### config.mk
export PLATFORM = sky130hd
export DESIGN_NAME = cache_bus_arbiter
export DESIGN_NICKNAME = d
export VERILOG_FILES = /design/src/rtl/cache_bus_arbiter_pkg.sv /design/src/rtl/cache_bus_arbiter_picker.sv /design/src/rtl/cache_bus_arbiter.sv
export SDC_FILE = /design/constraint.sdc
export NUM_CORES = 1
export LEC_CHECK = 0
export ABC_AREA = 0
export CORE_AREA = 3 3 123 125
export DETAILED_ROUTE_END_ITERATION = 12
export DIE_AREA = 0 0 126 128
export SYNTH_ARGS = -nofsm -noshare
export SYNTH_HDL_FRONTEND = slang
export SYNTH_SLANG_ARGS = --single-unit
### constraint.sdc
create_clock -name clk -period 1.57 [get_ports clk]
set_input_delay 0.157 -clock clk [delete_from_list [all_inputs] [get_ports clk]]
set_output_delay 0.157 -clock clk [all_outputs]
set_load 0.01 [all_outputs]
### src/rtl/cache_bus_arbiter_pkg.sv
// Shared types and helpers for the cache-bus arbiter and other round-robin arbiters.
package cache_bus_arbiter_pkg;

    typedef enum logic [2:0] {
        IDLE  = 3'd0,
        ADDR  = 3'd1,
        WDATA = 3'd2,
        WRESP = 3'd3,
        RDATA = 3'd4
    } arb_state_e;

    localparam int unsigned ARB_MAX_PORTS = 32;

    // One-hot winner: first set bit of valid[n-1:0] scanning upward from ptr, wrapping at n.
    function automatic logic [ARB_MAX_PORTS-1:0] rr_pick(
        input logic [ARB_MAX_PORTS-1:0] valid,
        input int unsigned              ptr,
        input int unsigned              n
    );
        logic [ARB_MAX_PORTS-1:0] onehot;
        logic                     found;
        int unsigned              idx;
        onehot = '0;
        found  = 1'b0;
        for (int unsigned k = 0; k < ARB_MAX_PORTS; k++) begin
            if (k < n) begin
                idx = ptr + k;
                if (idx >= n) idx = idx - n;
                if (!found && valid[idx[4:0]]) begin
                    onehot[idx[4:0]] = 1'b1;
                    found            = 1'b1;
                end
            end
        end
        return onehot;
    endfunction

endpackage

### src/rtl/cache_bus_arbiter_picker.sv
// Combinational round-robin picker: request vector + start pointer -> winning index.
module rr_priority_picker
    import cache_bus_arbiter_pkg::*;
#(
    parameter int PORT_NUM = 2,
    parameter int IDX_W    = $clog2(PORT_NUM)
) (
    input  logic [PORT_NUM-1:0] valid_i,
    input  logic [IDX_W-1:0]    ptr_i,
    output logic [IDX_W-1:0]    grant_o,
    output logic                any_valid_o
);

    logic [ARB_MAX_PORTS-1:0] valid_ext;
    logic [ARB_MAX_PORTS-1:0] onehot;

    always_comb begin
        valid_ext                 = '0;
        valid_ext[PORT_NUM-1:0]   = valid_i;
        onehot                    = rr_pick(valid_ext, int'(ptr_i), PORT_NUM);
        grant_o                   = '0;
        for (int i = 0; i < PORT_NUM; i++) begin
            if (onehot[i]) grant_o = IDX_W'(i);
        end
        any_valid_o = |onehot;
    end

endmodule

### src/rtl/cache_bus_arbiter.sv
// Whole-transaction arbiter sharing one downstream cache-bus port among PORT_NUM masters.
// Define ARB_FIXED_PRIO_EN for fixed lowest-index-wins priority instead of round-robin.
module cache_bus_arbiter
    import cache_bus_arbiter_pkg::*;
#(
    parameter int PORT_NUM = 2,
    parameter int ADDR_W   = 32,
    parameter int DATA_W   = 32,
    parameter int LEN_W    = 8
) (
    input  logic                         clk,
    input  logic                         rst_n,
    input  logic [PORT_NUM-1:0]          up_req_valid_i,
    input  logic [PORT_NUM-1:0]          up_req_write_i,
    input  logic [PORT_NUM*ADDR_W-1:0]   up_req_addr_i,
    input  logic [PORT_NUM*LEN_W-1:0]    up_req_len_i,
    output logic [PORT_NUM-1:0]          up_req_ready_o,
    input  logic [PORT_NUM-1:0]          up_wvalid_i,
    input  logic [PORT_NUM*DATA_W-1:0]   up_wdata_i,
    input  logic [PORT_NUM*DATA_W/8-1:0] up_wstrb_i,
    input  logic [PORT_NUM-1:0]          up_wlast_i,
    output logic [PORT_NUM-1:0]          up_wready_o,
    output logic [PORT_NUM-1:0]          up_rvalid_o,
    output logic [DATA_W-1:0]            up_rdata_o,
    output logic                         up_rlast_o,
    output logic [PORT_NUM-1:0]          up_wdone_o,
    output logic                         dn_req_valid_o,
    output logic                         dn_req_write_o,
    output logic [ADDR_W-1:0]            dn_req_addr_o,
    output logic [LEN_W-1:0]             dn_req_len_o,
    input  logic                         dn_req_ready_i,
    output logic                         dn_wvalid_o,
    output logic [DATA_W-1:0]            dn_wdata_o,
    output logic [DATA_W/8-1:0]          dn_wstrb_o,
    output logic                         dn_wlast_o,
    input  logic                         dn_wready_i,
    input  logic                         dn_rvalid_i,
    input  logic [DATA_W-1:0]            dn_rdata_i,
    input  logic                         dn_rlast_i,
    input  logic                         dn_wdone_i
);

    localparam int IDX_W  = $clog2(PORT_NUM);
    localparam int STRB_W = DATA_W / 8;

    arb_state_e       state_q, state_d;
    logic [IDX_W-1:0] grant_q, grant_d;
    logic [IDX_W-1:0] scan_ptr, pick_idx;
    logic             pick_any;

`ifdef ARB_FIXED_PRIO_EN
    assign scan_ptr = '0;
`else
    logic [IDX_W-1:0] ptr_q, ptr_d;
    logic             txn_done;

    assign scan_ptr = ptr_q;
    assign txn_done = (state_q == WRESP && dn_wdone_i) ||
                      (state_q == RDATA && dn_rvalid_i && dn_rlast_i);

    always_comb begin
        ptr_d = ptr_q;
        if (txn_done) ptr_d = (grant_q == IDX_W'(PORT_NUM - 1)) ? '0 : grant_q + 1'b1;
    end

    always_ff @(posedge clk or negedge rst_n) begin
        if (!rst_n) ptr_q <= '0;
        else        ptr_q <= ptr_d;
    end
`endif

    rr_priority_picker #(
        .PORT_NUM (PORT_NUM),
        .IDX_W    (IDX_W)
    ) u_picker (
        .valid_i     (up_req_valid_i),
        .ptr_i       (scan_ptr),
        .grant_o     (pick_idx),
        .any_valid_o (pick_any)
    );

    // Granted port's view of the upstream bus.
    logic sel_req_valid, sel_write, sel_wvalid, sel_wlast;
    always_comb begin
        sel_req_valid = up_req_valid_i[grant_q];
        sel_write     = up_req_write_i[grant_q];
        sel_wvalid    = up_wvalid_i[grant_q];
        sel_wlast     = up_wlast_i[grant_q];
    end

    always_comb begin
        state_d = state_q;
        grant_d = grant_q;
        case (state_q)
            IDLE:    if (pick_any) begin
                         grant_d = pick_idx;
                         state_d = ADDR;
                     end
            ADDR:    if (sel_req_valid && dn_req_ready_i) state_d = sel_write ? WDATA : RDATA;
            WDATA:   if (sel_wvalid && dn_wready_i && sel_wlast) state_d = WRESP;
            WRESP:   if (dn_wdone_i) state_d = IDLE;
            RDATA:   if (dn_rvalid_i && dn_rlast_i) state_d = IDLE;
            default: state_d = IDLE;
        endcase
    end

    always_ff @(posedge clk or negedge rst_n) begin
        if (!rst_n) begin
            state_q <= IDLE;
            grant_q <= '0;
        end else begin
            state_q <= state_d;
            grant_q <= grant_d;
        end
    end

    // Data fields always follow grant_q; only valids/readys are gated by state.
    always_comb begin
        dn_req_valid_o = (state_q == ADDR) && sel_req_valid;
        dn_req_write_o = sel_write;
        dn_req_addr_o  = up_req_addr_i[grant_q*ADDR_W +: ADDR_W];
        dn_req_len_o   = up_req_len_i[grant_q*LEN_W +: LEN_W];
        dn_wvalid_o    = (state_q == WDATA) && sel_wvalid;
        dn_wdata_o     = up_wdata_i[grant_q*DATA_W +: DATA_W];
        dn_wstrb_o     = up_wstrb_i[grant_q*STRB_W +: STRB_W];
        dn_wlast_o     = sel_wlast;
        up_rdata_o     = dn_rdata_i;
        up_rlast_o     = dn_rlast_i;
        up_req_ready_o = '0;
        up_wready_o    = '0;
        up_rvalid_o    = '0;
        up_wdone_o     = '0;
        case (state_q)
            ADDR:    up_req_ready_o[grant_q] = dn_req_ready_i;
            WDATA:   up_wready_o[grant_q]    = dn_wready_i;
            WRESP:   up_wdone_o[grant_q]     = dn_wdone_i;
            RDATA:   up_rvalid_o[grant_q]    = dn_rvalid_i;
            default: ;
        endcase
    end

endmodule
**After elaboration in Yosys (flattened, before gate mapping)**

Index checks and enable logic that the tools add are counted.
Widths: inputs -> output; s select.

- Logic and storage cells: 88
- Register bits after elaboration: 5
- Input port bits: 199

- Add/sub/neg operators: 4
- Shift operators: 4
- Mux-type cells: 36
- Reductions and logical operators: 19
- Equality and inequality tests: 9
- Magnitude comparators: 8
- Bitwise gates (word level): 5

Operators by type and width:

| kind | number |
|---|---|
| $shiftx 64x7->32 | 2 |
| $mux 32 | 2 |
| $ge 32x2->1 const B | 1 |
| $or 32x32->32 | 1 |
| $reduce_or 32->1 | 1 |
| $mux 3 | 6 |
| $mux 1 | 16 |
| $shiftx 16x5->8 | 1 |
| $pmux 3 s5 | 1 |
| $logic_and 1x1->1 | 13 |
| $lt 5x6->1 const B | 2 |
| $bmux 1 s5 | 2 |
| $demux 1 s5 | 2 |
| $ge 5x1->1 const B | 2 |
| $mux 5 | 2 |
| $and 2x2->2 | 4 |
| $mux 2 | 4 |
| $ne 2x2->1 const B | 4 |
| $shiftx 8x4->4 | 1 |
| $eq 3x2->1 const B | 2 |
| $reduce_and 5->1 | 1 |
| $sub 5x2->5 const B | 1 |
| $eq 3x1->1 const B | 1 |
| $eq 3x3->1 const B | 1 |
| other kinds (12) | 12 |

**Depth between registers and ports, before layout**

Gate-level depths: netlist of run 1.

- Depth in word-level cells: 12
- Mapped depth: 5

**By module**

Synthesis of run 1 repeated with hierarchy kept, for this count alone.

- Cells, all modules: 175
- Area total of the unflattened synthesis: 1607.8 um2

By module, submodules not included:

| module | times used | cells each | area each (um2) |
|---|---|---|---|
| cache_bus_arbiter | 1 | 172 | 1590.3 |
| rr_priority_picker | 1 | 3 | 17.5 |

**Worst setup path after synthesis of run 1**

Ideal clock, no wire load.

- Path type: register to register
- Start point: register state_q[0]
- End point: register ptr_q
- Library setup time: 125 ps
- Arrival time: 1273 ps
- Slack: 172 ps
- Cell stages (with the launch flop): 5
- Buffers on the path: 1
- Path through: dfrtp_1 buf_2 or3b_1 o22ai_1 mux2_2

- Cells in the longest elaborated chain, start to end: 4

Ends and longest elaborated chain:

| item | line | source |
|---|---|---|
| start: declaration | cache_bus_arbiter.sv:46 | `arb_state_e state_q, state_d;` |
| start signal: assignment | cache_bus_arbiter.sv:112 | `state_q <= state_d;` |
| $eq 3x3->1 | cache_bus_arbiter.sv:59 | `(state_q == RDATA && dn_rvalid_i && dn_rlast_i);` |
| $logic_and 1x1->1 (2 in series) | cache_bus_arbiter.sv:59 |  |
| $logic_or 1x1->1 (*) | cache_bus_arbiter.sv:58 | `assign txn_done = (state_q == WRESP && dn_wdone_i) \|\|` |
| end signal: assignment | cache_bus_arbiter.sv:68 | `else ptr_q <= ptr_d;` |
| end: declaration | cache_bus_arbiter.sv:54 | `logic [IDX_W-1:0] ptr_q, ptr_d;` |

Every way passes the cells marked *; elsewhere a longest branch is shown, timed or not.
A chain may end at the register's enable or synchronous reset.

**Final worst setup path of run 1**

- Start point: register grant_q
- End point: output port dn_wdata_o[6]

- Cells in the longest elaborated chain, start to end: 1

Ends and longest elaborated chain:

| item | line | source |
|---|---|---|
| start: declaration | cache_bus_arbiter.sv:47 | `logic [IDX_W-1:0] grant_q, grant_d;` |
| start signal: assignment | cache_bus_arbiter.sv:113 | `grant_q <= grant_d;` |
| $shiftx 64x7->32 | cache_bus_arbiter.sv:124 | `dn_wdata_o = up_wdata_i[grant_q*DATA_W +: DATA_W];` |
| end: declaration | cache_bus_arbiter.sv:33 | `output logic [DATA_W-1:0] dn_wdata_o,` |

Every way passes these cells.

==> results summary, run 1 <==
The maximum number of pins on one net before global-route repair is 11. The final count of pins violating max slew is 0. For this run, global-route usage on met3 was measured as 2.42%.

The cell taking the most area after synthesis is sky130_fd_sc_hd__mux2_2. TritonCTS built the clock tree. The number of failing setup endpoints in the final timing report is 81. The flop-to-flop setup slack is -0.15 ns.

In this run the number of H-tree levels came out at 1. The clock slew seen by the registers of the worst setup and hold paths is 0.03 ns. Global routing consumed, on the met2 layer, 21.6% of the routing resources. By area the synthesized netlist is led by sky130_fd_sc_hd__mux2_2, sky130_fd_sc_hd__buf_4, sky130_fd_sc_hd__dfrtp_1.

The slew at the pin closest to its max-slew limit is 0.275 ns. The number of antenna diodes in the final layout is 0. The TritonCTS buffer count came out at 3. Counting along the longest clock path gives a buffer depth of 2. The design internal power came out at 3.99 mW. The final critical path time including I/O delays and setup is 1.74 ns.

The logic gate share of total power is 88.3%. The die is 128 um tall. In this run the most used layer during global routing was met2.

The worst-case IR drop observed on VDD is 0.456 mV. The worst setup path is captured at a primary output. The worst setup path is launched from a flop. The count of antenna-violating nets left after detailed routing came out at 0. The horizontal die dimension is 126 um. The starting DRC count in detailed routing came out at 37. The via count of the first global-routing pass is 2,546.

Setup repair after global routing could not meet its margin everywhere. The final critical path takes up 111% of the cycle. The type of the setup path with the least slack is flop to primary output. The routability congestion estimate came out at 0.934. The floorplan step defined a core boundary enclosing 14,000 um2. The worst path setup slack after routing is -0.173 ns.

The number of optimization iterations in the first detailed-route pass is 4. After legalization and detailed placement, the total HPWL measured 8070 um. The DRC violation count after routing is 0. In the global route stage, overall resource usage came out at 10.8%. The root buffer cell chosen for the clock tree is sky130_fd_sc_hd__clkbuf_16.

The number of port buffers came out at 255. The share of Yosys cell area claimed by the top area cell type is 56.3%. The smallest hold slack came out at 0.171 ns. The worst register-to-register path begins at grant_q. Clock skew on the completed layout was measured at 0.00229 ns.

The global-route wire length before repair came out at 13,800 um. The count of maximum capacitance violations came out at 0. The fraction of power spent switching nets came out at 35.5%.

The flow ran to the end, but the final reports show violations. The global-route congestion overflow total is 0. The number of different library cells used by synthesis comes to 26.

The number of synthesized register bits is 5. The cell area after synthesis is 1580 um2. The worst hold path belongs to the class primary input to async pin. The tree built by TritonCTS fans out to 5 sinks. The number of warnings issued by yosys came out at 0. The number of ports placed on the die boundary is 320.

The total via count in the routed design came out at 2,359. The net count of the finished layout came out at 630. The critical path data required time came out at 1.41 ns. The fraction of power consumed by the clock network is 6.8%. The fraction of layout instances using a drive strength above 1 is 54.2%. The number of synthesized flops with an enable pin came out at 0. The clock latency at the later pin of the worst-skew pair is 0.23 ns.

The fmax is 0.574 GHz. The row count came out at 43. The arrival time reported for the critical path endpoint came out at 1.59 ns.

The checks that failed: setup timing. The post-layout total power is 6.20 mW. The average cell area after synthesis came out at 9.24 um2. The final number of hold-violating endpoints is 0. The proportion of power drawn by flip-flops and latches came out at 4.9%. Measured against its own limit, the worst slew margin works out to 81.6%.

The utilization of the core after routing is 34.4%. Counting flops with an async set or reset pin after synthesis yields a share of 100%. For this design the ratio of total power to cell area is 1290 nW/um2. In this run the worst path has a maximum fanout of 8. Tracing the worst setup path back leads to its startpoint at grant_q. The initial core utilization came out at 11.3%. The final instance count without filler cells came out at 610. Using the TritonRoute via totals, the vias-per-cell ratio works out to 3.87.

The met1 layer usage reported by global route came out at 11.1%. The predominant post-synthesis flop cell is sky130_fd_sc_hd__dfrtp_1. Once placement completed, the tool counted placed cells totaling 585. The sequential-to-total area share from yosys stat is 7.92%.

Synthesis handed over a netlist of 171 instances. The total net switching power came out at 2.20 mW. The total die area is 16,100 um2. The endpoint identified for the worst register-to-register timing path is state_q[0]. The setup TNS is -6.17 ns. The synthesis-to-layout area growth came out at 205%.

The initial antenna violation count is 0. The path depth of the worst reg2reg path came out at 5. Synthesis produced a netlist with a net count of 370. For this block, the routed nets add up to 9930 um of wire. The leakage component of the power is 2.03 nW.

The per-cell routed wire length is 16.3 um.
## layout by cell type, fill, tap and decap left out, drive strengths merged, types with 2 or more instances in the layout
| cell type | count |
|---|---|
| clkdlybuf4s50 | 167 |
| buf | 133 |
| mux2 | 79 |
| nor3 | 7 |
| nor2 | 6 |
| clkbuf | 5 |
| dfrtp | 5 |
| nand3 | 4 |
| nand2 | 3 |
| nand3b | 2 |
| mux2i | 2 |
| a21oi | 2 |
| or3b | 2 |
| nand2b | 2 |
## registers in the layout, indices dropped and copies added, names as in the netlist
signal	flops
grant_q	1
state_q	3
ptr_q	1
## synthesized netlist by cell type, drive strengths merged (2+ instances only)
cell type	instances
a21oi	2
buf	44
clkbuf	2
dfrtp	5
mux2	79
mux2i	2
nand2	3
nand2b	2
nand3	4
nand3b	2
nor2	6
nor3	7
or3b	2
## final cells by class
type	instances	area, um2
Fill cell	1427	9180
Inverter	1	3.75
Timing Repair Buffer	301	3070
Sequential cell	5	131
Multi-Input combinational cell	119	1300
Clock buffer	4	78.8
Tap cell	180	225
## worst max-delay path: stages (launching register included)
cell                      delay (ns)
sky130_fd_sc_hd__dfrtp_4        0.51
sky130_fd_sc_hd__buf_12         0.17
sky130_fd_sc_hd__buf_12         0.13
sky130_fd_sc_hd__buf_6          0.11
sky130_fd_sc_hd__mux2_4         0.31
sky130_fd_sc_hd__buf_6          0.13
## stage by stage
stage	cell area [um2]	worst slack (ns)
floorplan	1580	0.172
global placement	4280	-0.402
detailed placement	4280	-0.465
CTS	4750	-0.196
global route	4810	-0.203
finish	4810	-0.173
## power by group through the flow
| stage | Combinational, mW | Sequential (mW) | Clock, mW |
|---|---|---|---|
| after floorplan | 2.12 | 0.214 | 0 |
| after global placement | 4.37 | 0.292 | 0 |
| after detailed placement | 4.39 | 0.293 | 0 |
| after CTS | 5.48 | 0.310 | 0.427 |
| after global routing | 5.79 | 0.315 | 0.436 |
| final | 5.47 | 0.304 | 0.419 |
## layer usage
metal | wire length [um] | share of wire (%)
met2 | 5570 | 56
met5 | 0 | 0
met1 | 3330 | 33
met3 | 885 | 8.9
met4 | 152 | 1.5
## cells by family after synthesis
logic type | after synthesis | synth area share [%]
muxes | 81 | 57.6
AOI/OAI and AO/OA | 8 | 3.64
DFF | 5 | 7.92
and+or+nand+nor | 30 | 10.5
buffers and inverters | 47 | 20.4
## worst max path at each step
stage               depth (start not counted)             to
global route                                5  dn_wdata_o[6]
floorplan                                   4          ptr_q
detailed placement                          5    dn_wvalid_o
CTS                                         5  dn_wdata_o[6]
finish                                      5  dn_wdata_o[6]
global placement                            5    dn_wvalid_o
## repair_timing
action	4_1_cts	5_1_grt
hold endpoints to repair	0	0
resized for setup	468	20
cloned	4	0
pin swaps	6	3
hold buffers	0	0
setup buffers	12	8
setup endpoints to repair	92	93
Note: power is estimated with default switching activity, not from simulation.
==> run 2, diff against run 1 <==
--- a/config.mk
+++ b/config.mk
@@ -6,7 +6,9 @@
 export NUM_CORES = 1
 export LEC_CHECK = 0
 export ABC_AREA = 0
+export CAP_MARGIN = 20
 export CORE_AREA = 3 3 123 125
+export CTS_CLUSTER_DIAMETER = 100
 export DETAILED_ROUTE_END_ITERATION = 12
 export DIE_AREA = 0 0 126 128
 export SYNTH_ARGS = -nofsm -noshare
==> results of run 2 <==
The final DEF is identical to that of run 1; final timing and power are the same.
==> run 3, diff against run 2 <==
--- a/config.mk
+++ b/config.mk
@@ -11,6 +11,7 @@
 export CTS_CLUSTER_DIAMETER = 100
 export DETAILED_ROUTE_END_ITERATION = 12
 export DIE_AREA = 0 0 126 128
+export HOLD_SLACK_MARGIN = 0.1
 export SYNTH_ARGS = -nofsm -noshare
 export SYNTH_HDL_FRONTEND = slang
 export SYNTH_SLANG_ARGS = --single-unit
==> results of run 3 <==
The final DEF is identical to that of run 1; final timing and power are the same.
